<file path="config.mk">
export PLATFORM = sky130hd
export DESIGN_NAME = video_modulator_mult_scheduler
export DESIGN_NICKNAME = d
export VERILOG_FILES = /design/src/rtl/video_modulator_pkg.sv /design/src/rtl/video_modulator_rr_arbiter.sv /design/src/rtl/video_modulator_mult_scheduler.sv
export SDC_FILE = /design/constraint.sdc
export NUM_CORES = 1
export LEC_CHECK = 0
export ABC_CLOCK_PERIOD_IN_PS = 6100
export CORE_AREA = 2 2 94 96
export DETAILED_ROUTE_END_ITERATION = 8
export DIE_AREA = 0 0 96 98
export GPL_ROUTABILITY_DRIVEN = 0
export GPL_TIMING_DRIVEN = 0
export PLACE_DENSITY = 0.89
export SKIP_CTS_REPAIR_TIMING = 1
export SYNTH_ARGS = -nofsm -noshare
export SYNTH_HDL_FRONTEND = slang
export SYNTH_SLANG_ARGS = --single-unit
</file>
<file path="constraint.sdc">
create_clock -name clk -period 6.1 [get_ports clk]
set_input_delay 1.83 -clock clk [delete_from_list [all_inputs] [get_ports clk]]
set_output_delay 1.83 -clock clk [all_outputs]
set_load 0.005 [all_outputs]
</file>
<file path="src/rtl/video_modulator_pkg.sv">
// Constants shared by the video modulator multiplier scheduler and the
// multiplier wrapper it feeds.
package video_modulator_pkg;

  localparam int MULT_LATENCY_DEF = 1;
  localparam int OPND_W           = 8;
  localparam int PROD_W           = 16;

endpackage

</file>
<file path="src/rtl/video_modulator_rr_arbiter.sv">
// Round-robin arbiter: combinational one-hot grant over req, searching from
// last+1; the last pointer moves to the winner when advance is high.
module video_modulator_rr_arbiter #(
  parameter int N = 4
) (
  input  logic         clk,
  input  logic         rst_n,
  input  logic [N-1:0] req,
  input  logic         advance,
  output logic [N-1:0] grant
);

  localparam int IW = (N > 1) ? $clog2(N) : 1;

  logic [IW-1:0] last;
  logic [IW-1:0] win_idx;
  logic          found;
  int            idx;

  always_comb begin
    grant   = '0;
    win_idx = '0;
    found   = 1'b0;
    idx     = 0;
    // Offset N wraps back to last itself, so a lone requester can win again.
    for (int k = 1; k <= N; k++) begin
      idx = int'(last) + k;
      if (idx >= N) idx = idx - N;
      if (!found && req[idx]) begin
        found        = 1'b1;
        grant[idx]   = 1'b1;
        win_idx      = IW'(idx);
      end
    end
  end

  always_ff @(posedge clk) begin
    if (!rst_n) begin
      last <= IW'(N - 1);
    end else if (advance && found) begin
      last <= win_idx;
    end
  end

endmodule

</file>
<file path="src/rtl/video_modulator_mult_scheduler.sv">
// Shares one paired 8x8 multiplier among NUM_REQ requesters: round-robin
// issue of operand quads and a tag pipeline routing products back.
module video_modulator_mult_scheduler
  import video_modulator_pkg::*;
#(
  parameter int NUM_REQ      = 4,
  parameter int MULT_LATENCY = MULT_LATENCY_DEF
) (
  input  logic                      clk,
  input  logic                      rst_n,
  input  logic [NUM_REQ-1:0]        req_valid,
  output logic [NUM_REQ-1:0]        req_ready,
  input  logic [NUM_REQ-1:0]        req_mask,
  input  logic [NUM_REQ*OPND_W-1:0] req_1a,
  input  logic [NUM_REQ*OPND_W-1:0] req_1b,
  input  logic [NUM_REQ*OPND_W-1:0] req_2a,
  input  logic [NUM_REQ*OPND_W-1:0] req_2b,
  output logic [OPND_W-1:0]         mult_1a,
  output logic [OPND_W-1:0]         mult_1b,
  output logic [OPND_W-1:0]         mult_2a,
  output logic [OPND_W-1:0]         mult_2b,
  input  logic [PROD_W-1:0]         mult_out_1,
  input  logic [PROD_W-1:0]         mult_out_2,
  output logic [NUM_REQ-1:0]        res_valid,
  output logic [PROD_W-1:0]         res_1,
  output logic [PROD_W-1:0]         res_2,
  output logic                      busy
);

  logic [NUM_REQ-1:0] eligible;
  logic [NUM_REQ-1:0] grant;
  logic               issue;
  logic [OPND_W-1:0]  sel_1a, sel_1b, sel_2a, sel_2b;
  logic [NUM_REQ-1:0] tag_vld_p [0:MULT_LATENCY];
  logic               busy_any;

  // Holding eligibility low during reset keeps req_ready at zero.
  assign eligible  = rst_n ? (req_valid & req_mask) : '0;
  assign issue     = |grant;
  assign req_ready = grant;

  video_modulator_rr_arbiter #(
    .N (NUM_REQ)
  ) u_arb (
    .clk     (clk),
    .rst_n   (rst_n),
    .req     (eligible),
    .advance (issue),
    .grant   (grant)
  );

  always_comb begin
    sel_1a = '0;
    sel_1b = '0;
    sel_2a = '0;
    sel_2b = '0;
    for (int i = 0; i < NUM_REQ; i++) begin
      if (grant[i]) begin
        sel_1a = req_1a[OPND_W*i +: OPND_W];
        sel_1b = req_1b[OPND_W*i +: OPND_W];
        sel_2a = req_2a[OPND_W*i +: OPND_W];
        sel_2b = req_2b[OPND_W*i +: OPND_W];
      end
    end
  end

  // Stage p0: operand registers feeding the multiplier; zero when idle.
  always_ff @(posedge clk) begin
    if (!rst_n || !issue) begin
      mult_1a <= '0;
      mult_1b <= '0;
      mult_2a <= '0;
      mult_2b <= '0;
    end else begin
      mult_1a <= sel_1a;
      mult_1b <= sel_1b;
      mult_2a <= sel_2a;
      mult_2b <= sel_2b;
    end
  end

  // Stages p0..pL: one-hot owner tags, aligned with the multiplier pipeline.
  always_ff @(posedge clk) begin
    if (!rst_n) begin
      for (int s = 0; s <= MULT_LATENCY; s++) tag_vld_p[s] <= '0;
    end else begin
      tag_vld_p[0] <= grant;
      for (int s = 1; s <= MULT_LATENCY; s++) tag_vld_p[s] <= tag_vld_p[s-1];
    end
  end

  always_comb begin
    busy_any = 1'b0;
    for (int s = 0; s <= MULT_LATENCY; s++) busy_any = busy_any | (|tag_vld_p[s]);
  end

  assign busy      = busy_any;
  assign res_valid = tag_vld_p[MULT_LATENCY];
  assign res_1     = mult_out_1;
  assign res_2     = mult_out_2;

endmodule

</file>
==> impl_metrics.yaml <==
synthesis:
  ys_seq_area_frac: 0.286
  yosys.cell_types.count: 40
  synth_top_cell_by_area: "sky130_fd_sc_hd__dfxtp_1"
  syn-instance-count: 300
  post_synth_instance_area_um2: 2940
  mappedNetlistNets: 477
  syn-mean-instance-area_um2: 9.80
  synthesis.yosys.warnings: 0
  yosys-top-cells-area: "sky130_fd_sc_hd__dfxtp_1, sky130_fd_sc_hd__a221oi_2, sky130_fd_sc_hd__o31ai_2"
  synth_seq_cells: 42
  synth_largest_type_area_fraction: 0.286
floorplan:
  floorplan_core_area_um2: 8470
  die_height_um: 98
  floorplan.initialDensity: 0.347
  die_area_um2: 9410
  io_pins: 243
  num_rows: 34
  floorplan.die.width_um: 96
layout:
  finalInstanceArea_um2: 5470
  layoutNonFillerInstCount: 646
  nets: 714
  layout.core_utilization: 0.646
  drive_gt1_frac: 0.284
  antenna_cells_inserted: 0
  areaGrowthSynthToFinish_pct: 86.0
  fillerInstances: 666
worst_setup_path:
  critPathCaptureType: "output pin"
  critical_path.top_delay_family: "buffers and inverters"
  worstSetupPathDepth: 8
  timing.critical_path.cells: "clkdlybuf4s50_1 -> and4b_1 -> or2_0 -> or3_4 -> a21oi_4 -> a221o_1 -> buf_12 -> clkdlybuf4s50_1"
  path_buf_inv: 3
  worst_path_required_time_ns: 4.27
  worst_setup_path_start_kind: "primary input"
  path_max_fanout: 7
  critPathMaxStageDelay_ns: 0.49
  crit_slowest_cell: "sky130_fd_sc_hd__clkdlybuf4s50_1"
  timing.critical_path.mode_cell: "sky130_fd_sc_hd__clkdlybuf4s50_1"
  critPathKind: "in -> out"
  crit_arrival_ns: 4.14
  reg2reg_depth: 11
worst_hold_path:
  holdCritPathClass: "reg -> reg"
  worstHoldPathCells: 1
routing:
  first_drt_pass_iteration_count: 5
  ant_nets: 0
  viasPerCell: 5.05
  via_count: 3265
  drc: 0
  detailed_route_wire_length_per_cell_um: 16.7
  routed_wl_mm: 10.8
  detail_route.iter0.violations: 70
placement:
  numPlacedInstances: 618
  placed_cell_area_um2: 5180
  dpl_worst_slack_ns: -0.735
  placement.io_buffers: 210
  hpwlAfterDp_mm: 8.35
clock_network:
  cts_tree: "done"
  clk_pin_slew_worst_paths_ns: 0.08
  number_of_clock_buffers_inserted_by_tritoncts: 5
  cts-root-to-sink-buffers: 2
  htree_num_levels: 2
  tritoncts_num_sinks: 42
  cts-root-buf: "sky130_fd_sc_hd__clkbuf_8"
  worst_skew_pair.late_latency_ns: 0.29
sta:
  final.setup.tns_ns: 0
  report.final.slew_viol_count: 0
  post-route-worst-setup-slack_ns: 0.132
  worstMarginPinSlew_ns: 0.512
  highest_clock_rate_mhz: 168
  timing.final.hold_violations: 0
  final.setup_skew_ns: 0.00924
  rsz0062_at_grt: "no"
  max_slew_headroom_at_the_worst_pin: 0.659
  min_period_over_period: 0.978
  finalCriticalPeriod_ns: 5.97
  setup_viol: 0
run:
  drv.max_cap_violation_count: 0
outcome:
  outcome: "complete, no violations"
global_route:
  globalRouteTotalUtil: 0.204
  grt_start_max_net_pins: 13
  grt_pass1_vias: 3265
  first_pass_grt_wire_length_mm: 15.3
  gr-total-overflow: 0
  grt_antenna_before_repair: 0
power_and_ir_drop:
  power.leakage_nw: 2.17
  power_density_nw_per_um2: 399
  vdd_ir_drop_max_mv: 0.227
-- report_power, final --
group	internal (mW)	switching, mW
clock	0.0916	0.0989
combinational	0.822	0.723
sequential	0.397	0.0471
total	1.31	0.869
-- per-stage QoR --
step | power [mW] | hold slack (ns)
after CTS | 2.09 | 0.488
after global placement | 1.87 | 0.452
after floorplan | 1.35 | 0.435
final | 2.18 | 0.484
after detailed placement | 1.90 | 0.460
after global routing | 2.32 | 0.492
-- worst paths after layout --
| kind | start | end | slack [ns] |
|---|---|---|---|
| hold reg to reg | tag_vld_p[0][1]$_SDFF_PN0_ | tag_vld_p[0][5]$_SDFF_PN0_ | 0.48 |
| hold / removal | tag_vld_p[0][1]$_SDFF_PN0_ | tag_vld_p[0][5]$_SDFF_PN0_ | 0.48 |
| setup / recovery | req_valid[2] | req_ready[1] | 0.13 |
| setup reg to reg | u_arb.last[0]$_SDFFE_PN1P_ | u_arb.last[0]$_SDFFE_PN1P_ | 2.77 |
-- synth_stat cells, drive strengths merged --
master and instances:
a21oi 3, nor2 36, nand3 3, mux2 1
o22ai 1, o31ai 32, or3 3, nand4 1
o21ai 6, ha 7, o211ai 1, clkbuf 6
or2 1, o22a 2, and2 4, buf 52
and4b 2, and4 2, inv 4, nor4 2
dfxtp 42, nor2b 1, a221o 6, a21o 1
nand4b 1, nand2 40, a22o 3, nand2b 2
a221oi 35
-- registers in the layout (all words and copies together), names as in the netlist --
signal and count:
mult_1b 8, tag_vld_p 8, u_arb.last 2, mult_2b 8, mult_2a 8, mult_1a 8
-- cell usage in the layout, fill, tap and decap left out, types with 4 or more instances in the layout --
cell                              synthesis  layout
sky130_fd_sc_hd__clkbuf_1                 6       6
sky130_fd_sc_hd__buf_4                   37      58
sky130_fd_sc_hd__nand2_1                 40      40
sky130_fd_sc_hd__clkdlybuf4s50_1          0     209
sky130_fd_sc_hd__clkbuf_8                 0       6
sky130_fd_sc_hd__and2_1                   4       4
sky130_fd_sc_hd__dfxtp_1                 42      42
sky130_fd_sc_hd__o31ai_2                 31      31
sky130_fd_sc_hd__buf_2                    7       4
sky130_fd_sc_hd__a221oi_2                30      31
sky130_fd_sc_hd__nor2_1                  36      36
sky130_fd_sc_hd__ha_1                     7       7
sky130_fd_sc_hd__buf_6                    8       8
sky130_fd_sc_hd__a221o_1                  5       5
-- final cells by class --
cell class                      count  area [µm²]  area share
Buffer                             55         439      0.0803
Clock inverter                      1        5.00    0.000915
Tap cell                          108         135      0.0247
Multi-Input combinational cell    196        1670       0.305
Inverter                            4        20.0     0.00366
Timing Repair inverter              1        5.00    0.000915
Sequential cell                    42         841       0.154
Clock buffer                        7        86.3      0.0158
Timing Repair Buffer              232        2270       0.415
-- metal layers --
layer / share of wire / track usage / up-vias
li1: - / - / 1554
met1: 0.37 / 0.219 / 1493
met2: 0.51 / 0.383 / 194
met3: 0.092 / 0.0509 / 24
met4: 0.024 / 0.0604 / 0
met5: 0 / 0 / -
-- cells by family (layout without fill, tap and decap cells) --
kind of cell / Yosys count / in the layout / share of synthesized area
buffers and inverters: 62 / 300 / 0.150
adders and majority gates: 7 / 7 / 0.0298
DFF: 42 / 42 / 0.286
AOI/OAI and AO/OA: 90 / 90 / 0.376
and+or+nand+nor: 98 / 98 / 0.155
muxes: 1 / 1 / 0.00383
(Power assumes the default switching activity.)
